[config.mk]
export PLATFORM = sky130hd
export DESIGN_NAME = core_overlap_splitter
export DESIGN_NICKNAME = d
export VERILOG_FILES = /design/src/rtl/core_overlap_splitter.sv
export SDC_FILE = /design/constraint.sdc
export NUM_CORES = 1
export LEC_CHECK = 0
export BUFFER_PORTS_ARGS = -buffer_cell sky130_fd_sc_hd__buf_2
export CORE_UTILIZATION = 45
export CTS_CLUSTER_SIZE = 14
export DETAILED_ROUTE_END_ITERATION = 12
export GPL_TIMING_DRIVEN = 0
export PLACE_DENSITY = 0.8
export SLEW_MARGIN = 0
export SYNTH_ARGS = -nofsm -noshare
export SYNTH_HDL_FRONTEND = slang
export SYNTH_SLANG_ARGS = --single-unit
[constraint.sdc]
create_clock -name clk_i -period 11.3 [get_ports clk_i]
set_input_delay 2.26 -clock clk_i [delete_from_list [all_inputs] [get_ports clk_i]]
set_output_delay 2.26 -clock clk_i [all_outputs]
set_load 0.03 [all_outputs]
[src/rtl/core_overlap_splitter.sv]
// Overlap splitter for the 2x2 core tile array: buffers N columns, duplicates the halo
// rows/columns and drives the four core inputs in lockstep behind a one-deep output register.
module core_overlap_splitter #(
    parameter int SIZE_OF_EACH_CORE_INPUT = 2,
    parameter int SIZE_OF_EACH_KERNEL     = 3,
    parameter int STRIDE                  = 1,
    parameter int PIX_WIDTH               = 8,
    parameter int NON_OVERLAPPED_CONST    = SIZE_OF_EACH_CORE_INPUT * STRIDE,
    parameter int SIZE_OF_PRSC_INPUT      = STRIDE * (SIZE_OF_EACH_CORE_INPUT - 1) + SIZE_OF_EACH_KERNEL,
    parameter int SIZE_OF_PRSC_OUTPUT     = SIZE_OF_PRSC_INPUT + NON_OVERLAPPED_CONST
) (
    input  logic                                        clk_i,
    input  logic                                        rst_i,
    input  logic                                        en_i,
    input  logic                                        valid_i,
    output logic                                        ready_o,
    input  logic [PIX_WIDTH*SIZE_OF_PRSC_OUTPUT-1:0]    column_i,
    output logic [PIX_WIDTH*SIZE_OF_PRSC_INPUT-1:0]     core_data_0_o,
    output logic [PIX_WIDTH*SIZE_OF_PRSC_INPUT-1:0]     core_data_1_o,
    output logic [PIX_WIDTH*SIZE_OF_PRSC_INPUT-1:0]     core_data_2_o,
    output logic [PIX_WIDTH*SIZE_OF_PRSC_INPUT-1:0]     core_data_3_o,
    output logic                                        valid_o,
    input  logic                                        ready_i,
    output logic                                        last_o
);

    localparam int N     = NON_OVERLAPPED_CONST;
    localparam int P_IN  = SIZE_OF_PRSC_INPUT;
    localparam int P_OUT = SIZE_OF_PRSC_OUTPUT;
    localparam int COL_W = PIX_WIDTH * P_OUT;
    localparam int OUT_W = PIX_WIDTH * P_IN;
    localparam int CNT_W = (P_OUT > 1) ? $clog2(P_OUT) : 1;
    localparam int PTR_W = (N > 1) ? $clog2(N) : 1;

    logic [CNT_W-1:0] col_cnt_r;
    logic [PTR_W-1:0] ptr_r;
    logic [COL_W-1:0] dly_mem_r [N];

    logic             valid_r;
    logic             last_r;
    logic [OUT_W-1:0] core0_r;
    logic [OUT_W-1:0] core1_r;
    logic [OUT_W-1:0] core2_r;
    logic [OUT_W-1:0] core3_r;

    logic             emit_phase_s;
    logic             ready_s;
    logic             accept_s;
    logic             drain_s;
    logic             last_col_s;
    logic             last_ptr_s;
    logic [COL_W-1:0] left_col_s;

    // Handshake and phase decode; the FILL phase never waits on the core array.
    always_comb begin
        emit_phase_s = 1'b0;
        ready_s      = 1'b0;
        accept_s     = 1'b0;
        drain_s      = 1'b0;
        last_col_s   = 1'b0;
        last_ptr_s   = 1'b0;
        left_col_s   = dly_mem_r[ptr_r];

        emit_phase_s = (col_cnt_r >= CNT_W'(N));
        last_col_s   = (col_cnt_r == CNT_W'(P_OUT - 1));
        last_ptr_s   = (ptr_r == PTR_W'(N - 1));

        if (!en_i) begin
            ready_s = 1'b0;
        end else if (!emit_phase_s) begin
            ready_s = 1'b1;
        end else begin
            ready_s = !valid_r || ready_i;
        end

        accept_s = ready_s && valid_i;
        drain_s  = en_i && valid_r && ready_i;
    end

    // Column counter and delay pointer; both wrap so the next tile starts without a bubble.
    always_ff @(posedge clk_i or negedge rst_i) begin
        if (!rst_i) begin
            col_cnt_r <= '0;
            ptr_r     <= '0;
        end else if (accept_s) begin
            col_cnt_r <= last_col_s ? '0 : col_cnt_r + CNT_W'(1);
            ptr_r     <= last_ptr_s ? '0 : ptr_r + PTR_W'(1);
        end else begin
            col_cnt_r <= col_cnt_r;
            ptr_r     <= ptr_r;
        end
    end

    // Delay line storage; contents need no reset since FILL overwrites every entry before use.
    always_ff @(posedge clk_i) begin
        if (accept_s) begin
            dly_mem_r[ptr_r] <= column_i;
        end
    end

    // Output register: left = column col_cnt-N (old entry), right = incoming column.
    always_ff @(posedge clk_i or negedge rst_i) begin
        if (!rst_i) begin
            valid_r <= 1'b0;
            last_r  <= 1'b0;
            core0_r <= '0;
            core1_r <= '0;
            core2_r <= '0;
            core3_r <= '0;
        end else if (accept_s && emit_phase_s) begin
            valid_r <= 1'b1;
            last_r  <= last_col_s;
            core0_r <= left_col_s[0 +: OUT_W];
            core1_r <= column_i[0 +: OUT_W];
            core2_r <= left_col_s[N*PIX_WIDTH +: OUT_W];
            core3_r <= column_i[N*PIX_WIDTH +: OUT_W];
        end else if (drain_s) begin
            valid_r <= 1'b0;
            last_r  <= 1'b0;
        end else begin
            valid_r <= valid_r;
            last_r  <= last_r;
        end
    end

    assign ready_o       = ready_s;
    assign valid_o       = valid_r;
    assign last_o        = last_r;
    assign core_data_0_o = core0_r;
    assign core_data_1_o = core1_r;
    assign core_data_2_o = core2_r;
    assign core_data_3_o = core3_r;

endmodule
Word level (Yosys, flattened, before mapping)
Memory sizes are Yosys's and may differ from the RTL's.
Index checks and enable logic that the tools add are counted.
{"block": "op_classes", "add_sub_neg": 2, "n_mul": 0, "div_mod_pow": 0, "order_cmp": 1, "n_eq_ne": 1, "shifts": 0, "n_mux": 9, "bitwise": 0, "reduce_logical": 7}
{"cell": "two-way mux 1 bit", "count": 8}
{"cell": "logical AND 1 bit", "count": 4}
{"cell": "adder 3 x 1 -> 3 bit (second input constant)", "count": 1}
{"cell": "equality test 3 bit (second input constant)", "count": 1}
{"cell": "greater-or-equal comparator 3 x 2 -> 1 bit (second input constant)", "count": 1}
{"cell": "two-way mux 3 bit", "count": 1}
{"cell": "nonzero test 2 bit", "count": 1}
{"cell": "adder 1 bit (second input constant)", "count": 1}
{"cell": "zero test 1 bit", "count": 1}
{"cell": "logical OR 1 bit", "count": 1}
{"block": "word_totals", "ff_bits": 134, "latchBits": 0, "ramBits": 96, "rom_bits": 0, "input_bits": 53, "out_inout_bits": 131, "elab_cells": 29, "n_memories": 1}
{"name": "dly_mem_r", "depth": 2, "word_bits": 48, "read_ports": 1, "rd_clocked_by_memory_dff": 0, "wr": 1, "line_no": "37", "text": "logic [COL_W-1:0] dly_mem_r [N];"}

Logic depth before layout (Yosys ltp)
{"block": "logic_depth", "word_depth": 7, "depth_mapped": 5, "mapped_depth_nobuf": 3}

Least setup slack after synthesis
Ideal clock, no wire load.
{"block": "synth_timing", "path_type": "input-to-reg", "startpoint": "input port valid_i", "endpoint": "memory dly_mem_r[0][0] (netlist bit) (enable)", "setup_ns": 0.459, "arrival_time_ns": 4.835, "required_ns": 10.841, "slack_ns": 6.006, "stages": 3, "n_path_buf": 0, "cell_sequence": "nand2_1 a21oi_1 nor2b_1"}
{"block": "synth_between", "elab_chain_len": 3}
{"item": "start: declaration", "line_no": "15", "text": "input logic valid_i,"}
{"item": "logical AND 1 bit", "line_no": "76", "text": "accept_s = ready_s && valid_i;"}
{"item": "two-way mux 1 bit", "line_no": "96", "text": "if (accept_s) begin"}
{"item": "two-way mux 1 bit (not written as such)", "line_no": "97", "text": "dly_mem_r[ptr_r] <= column_i;"}
{"item": "end: declaration", "line_no": "37"}
No other way between the ends.

Final worst setup path
{"block": "layout_timing", "startpoint": "input port ready_i", "endpoint": "output port ready_o"}
{"block": "layout_between", "elab_chain_len": 3}
{"item": "start: declaration", "line_no": "23", "text": "input logic ready_i,"}
{"item": "logical OR 1 bit", "line_no": "73", "text": "ready_s = !valid_r || ready_i;"}
{"item": "two-way mux 1 bit", "line_no": "70", "text": "end else if (!emit_phase_s) begin"}
{"item": "two-way mux 1 bit", "line_no": "68", "text": "if (!en_i) begin"}
{"item": "end: declaration", "line_no": "16", "text": "output logic ready_o,"}
No other way between the ends.

==> flow_metrics.py <==
metrics = {
    "timing": {
        "rsz0062_at_grt": "no",
        "min_period_over_period": 0.456,
        "relSlewSlack": 0.423,
        "fin_ws_ns": 6.15,
        "hold_viol_final": 0,
        "fin_skew_ns": 0.0128,
        "fmax_mhz": 194,
        "tightest_slew_ns": 0.864,
        "finalSetupTns_ns": 0,
        "finalCriticalPeriod_ns": 5.15,
        "setup_viol": 0,
        "report.final.slew_viol_count": 0,
    },
    "cells_and_area": {
        "drive_above_1_share": 0.597,
        "nets": 673,
        "n_antenna_cell": 0,
        "syn_to_final_growth_pct": 24.3,
    },
    "clock_network": {
        "clk_pin_slew_ns": 0.06,
        "clockRootBuffer": "clkbuf_16",
        "postCtsSetupBuffers": 0,
        "cts_hold_buf": 0,
        "cts_sinks": 198,
        "htree_num_levels": 4,
        "cts_buffer_depth": 2,
        "cts_tree": "built",
        "cts_resized": 0,
        "numCtsBuffers": 17,
        "clock_latency_ns": 0.42,
    },
    "setup_path": {
        "required_ns": 9.04,
        "critPathMaxFanout": 6,
        "timing_worst_setup_path_type": "input pin to output pin",
        "worstPathArrival_ns": 2.89,
        "critPathLaunchType": "input pin",
        "cp.buffers_inverters": 2,
        "path_common_cell": "buf_2",
        "crit_slowest_cell": "nor2b_4",
        "path_cells": "buf_2, nor2b_4, a21boi_0, buf_2",
        "cp_top_family": "buffers and inverters",
        "slowest_delay_ns": 0.20,
        "worst_setup_path_end_kind": "output pin",
    },
    "detailed_routing": {
        "avgRoutedWirePerCell_um": 17.0,
        "drt_iter0_markers": 134,
        "route.detailed.drc": 0,
        "drt-total-wl_um": 14500,
        "via_per_inst": 4.95,
        "ant_nets": 0,
        "num_vias": 4222,
        "drtPass1Iterations": 6,
    },
    "yosys": {
        "synth.most_common_cell": "mux2_2",
        "synth_top_family_by_area": "multiplexers",
        "yosys_warnings": 0,
        "synth_area_um2": 7570,
        "avgSynthCellArea_um2": 18.2,
        "synth-seq-cells": 198,
        "synthesis.nets": 468,
        "yosysTopAreaCellShare": 0.381,
        "synthAdderAreaFrac": 0,
        "synth-simple-area-share": 0.0114,
        "synth_mux_area_frac": 0.217,
        "synth_compound_area_frac": 0.00695,
        "yosys-top-cells-count": "mux2_2, dfrtp_1, edfxtp_1",
        "synth_top_cell_by_area": "edfxtp_1",
        "yosys-top-cells-area": "edfxtp_1, dfrtp_1, mux2_2",
        "synth_edf_count": 96,
        "async_flop_share": 0.515,
        "ys_types": 23,
        "synth_ff_type": "dfrtp_1",
        "synth_xor_area_frac": 0.00232,
        "ys_seq_area_frac": 0.718,
        "synthCells": 415,
    },
    "grt": {
        "grt_overflow": 0,
        "antenna_found_initial": 0,
        "grt_pass1_wl_um": 23000,
        "grt.total_usage": 0.175,
        "grt_max_degree": 53,
        "grt_pass1_vias": 4446,
    },
    "place": {
        "port_buffers": 183,
        "hpwl_um": 10100,
        "place.gp.congestion": 0.739,
        "dp_slack_ns": 6.15,
    },
    "floorplanning": {
        "fp.dieW_um": 132,
        "core_area_um2": 16500,
        "num_rows": 47,
        "io_pins": 184,
        "die_y_um": 132,
        "initial_core_util": 0.458,
        "die_area_um2": 17300,
    },
    "power": {
        "ir_worst_vdd_v": 0.000179,
        "p_leak_uw": 0.00398,
        "powerDensity_nw_per_um2": 315,
    },
    "min_path": {
        "hold_path.class": "flip-flop to flip-flop",
    },
    "outcome": {
        "status": "complete, no violations",
    },
    "flow_run": {
        "cap_violations": 0,
    },
}
[flip-flops by register name, summed over array words and instances, names as in the netlist]
register,flops
core_data_2_o,17
core_data_0_o,31
dly_mem_r,96
core_data_3_o,17
core_data_1_o,31
last_ptr_s,1
valid_o,1
col_cnt_r,3
last_o,1
[cells in the final DEF (no fill, tap or decap), drive strengths merged, types with 3 or more instances in the layout]
cell    Yosys  layout
dfrtp     102     102
buf        42     228
nor2b       3       3
edfxtp     96      96
clkbuf      6      26
mux2      146     146
nand2       3       3
clkinv      0       6
[routing by layer]
layer,vias up,global-route usage,share of wire
met4,0,0.0743,0.019
li1,1906,-,-
met2,136,0.303,0.52
met3,22,0.0436,0.045
met5,-,0,0
met1,2158,0.206,0.42
[per-stage QoR]
stage               hold WS [ns]  power [uW]  utilization  std cells  area (um^2)
floorplan                  0.463        2020            -        415         7570
CTS                        0.486        2990        0.569        853         9400
detailed placement         0.470        2400        0.535        821         8840
global placement           0.463        2360        0.530        818         8760
finish                     0.480        2960        0.569        853         9400
global route               0.494        3090        0.569        853         9400
[power breakdown]
group	switching, uW	internal, uW
clock	256	326
sequential	122	991
combinational	788	476
total	1170	1790
[final timing paths]
check,end,slack (ns),cells past startpoint,startpoint
setup / recovery,ready_o,6.15,4,ready_i
min in group asynchronous,col_cnt_r[2],1.88,1,rst_i
hold / removal,core_data_2_o[17],0.48,1,core_data_2_o[17]
hold reg to reg,core_data_2_o[17],0.48,1,core_data_2_o[17]
setup reg to reg,dly_mem_r[1][17],8.79,4,last_ptr_s
max in group asynchronous,core_data_1_o[5],8.71,2,rst_i
[area by class of cell]
| cell class | count | area [um^2] |
|---|---|---|
| fill | 1306 | 7120 |
| sequential | 198 | 5440 |
| multi-input combinational | 169 | 1810 |
| timing repair buffer | 186 | 986 |
| clock buffer | 20 | 437 |
| buffer | 48 | 330 |
| tap | 220 | 275 |
| clock inverter | 12 | 129 |
[kinds of logic after synthesis]
kind of cell / Yosys count
buffers and inverters: 48
and+or+nand+nor: 13
muxes: 146
xor gates and xnor gates: 2
AOI/OAI and AO/OA: 8
DFF: 198
Note: power is estimated with default switching activity, not from simulation.
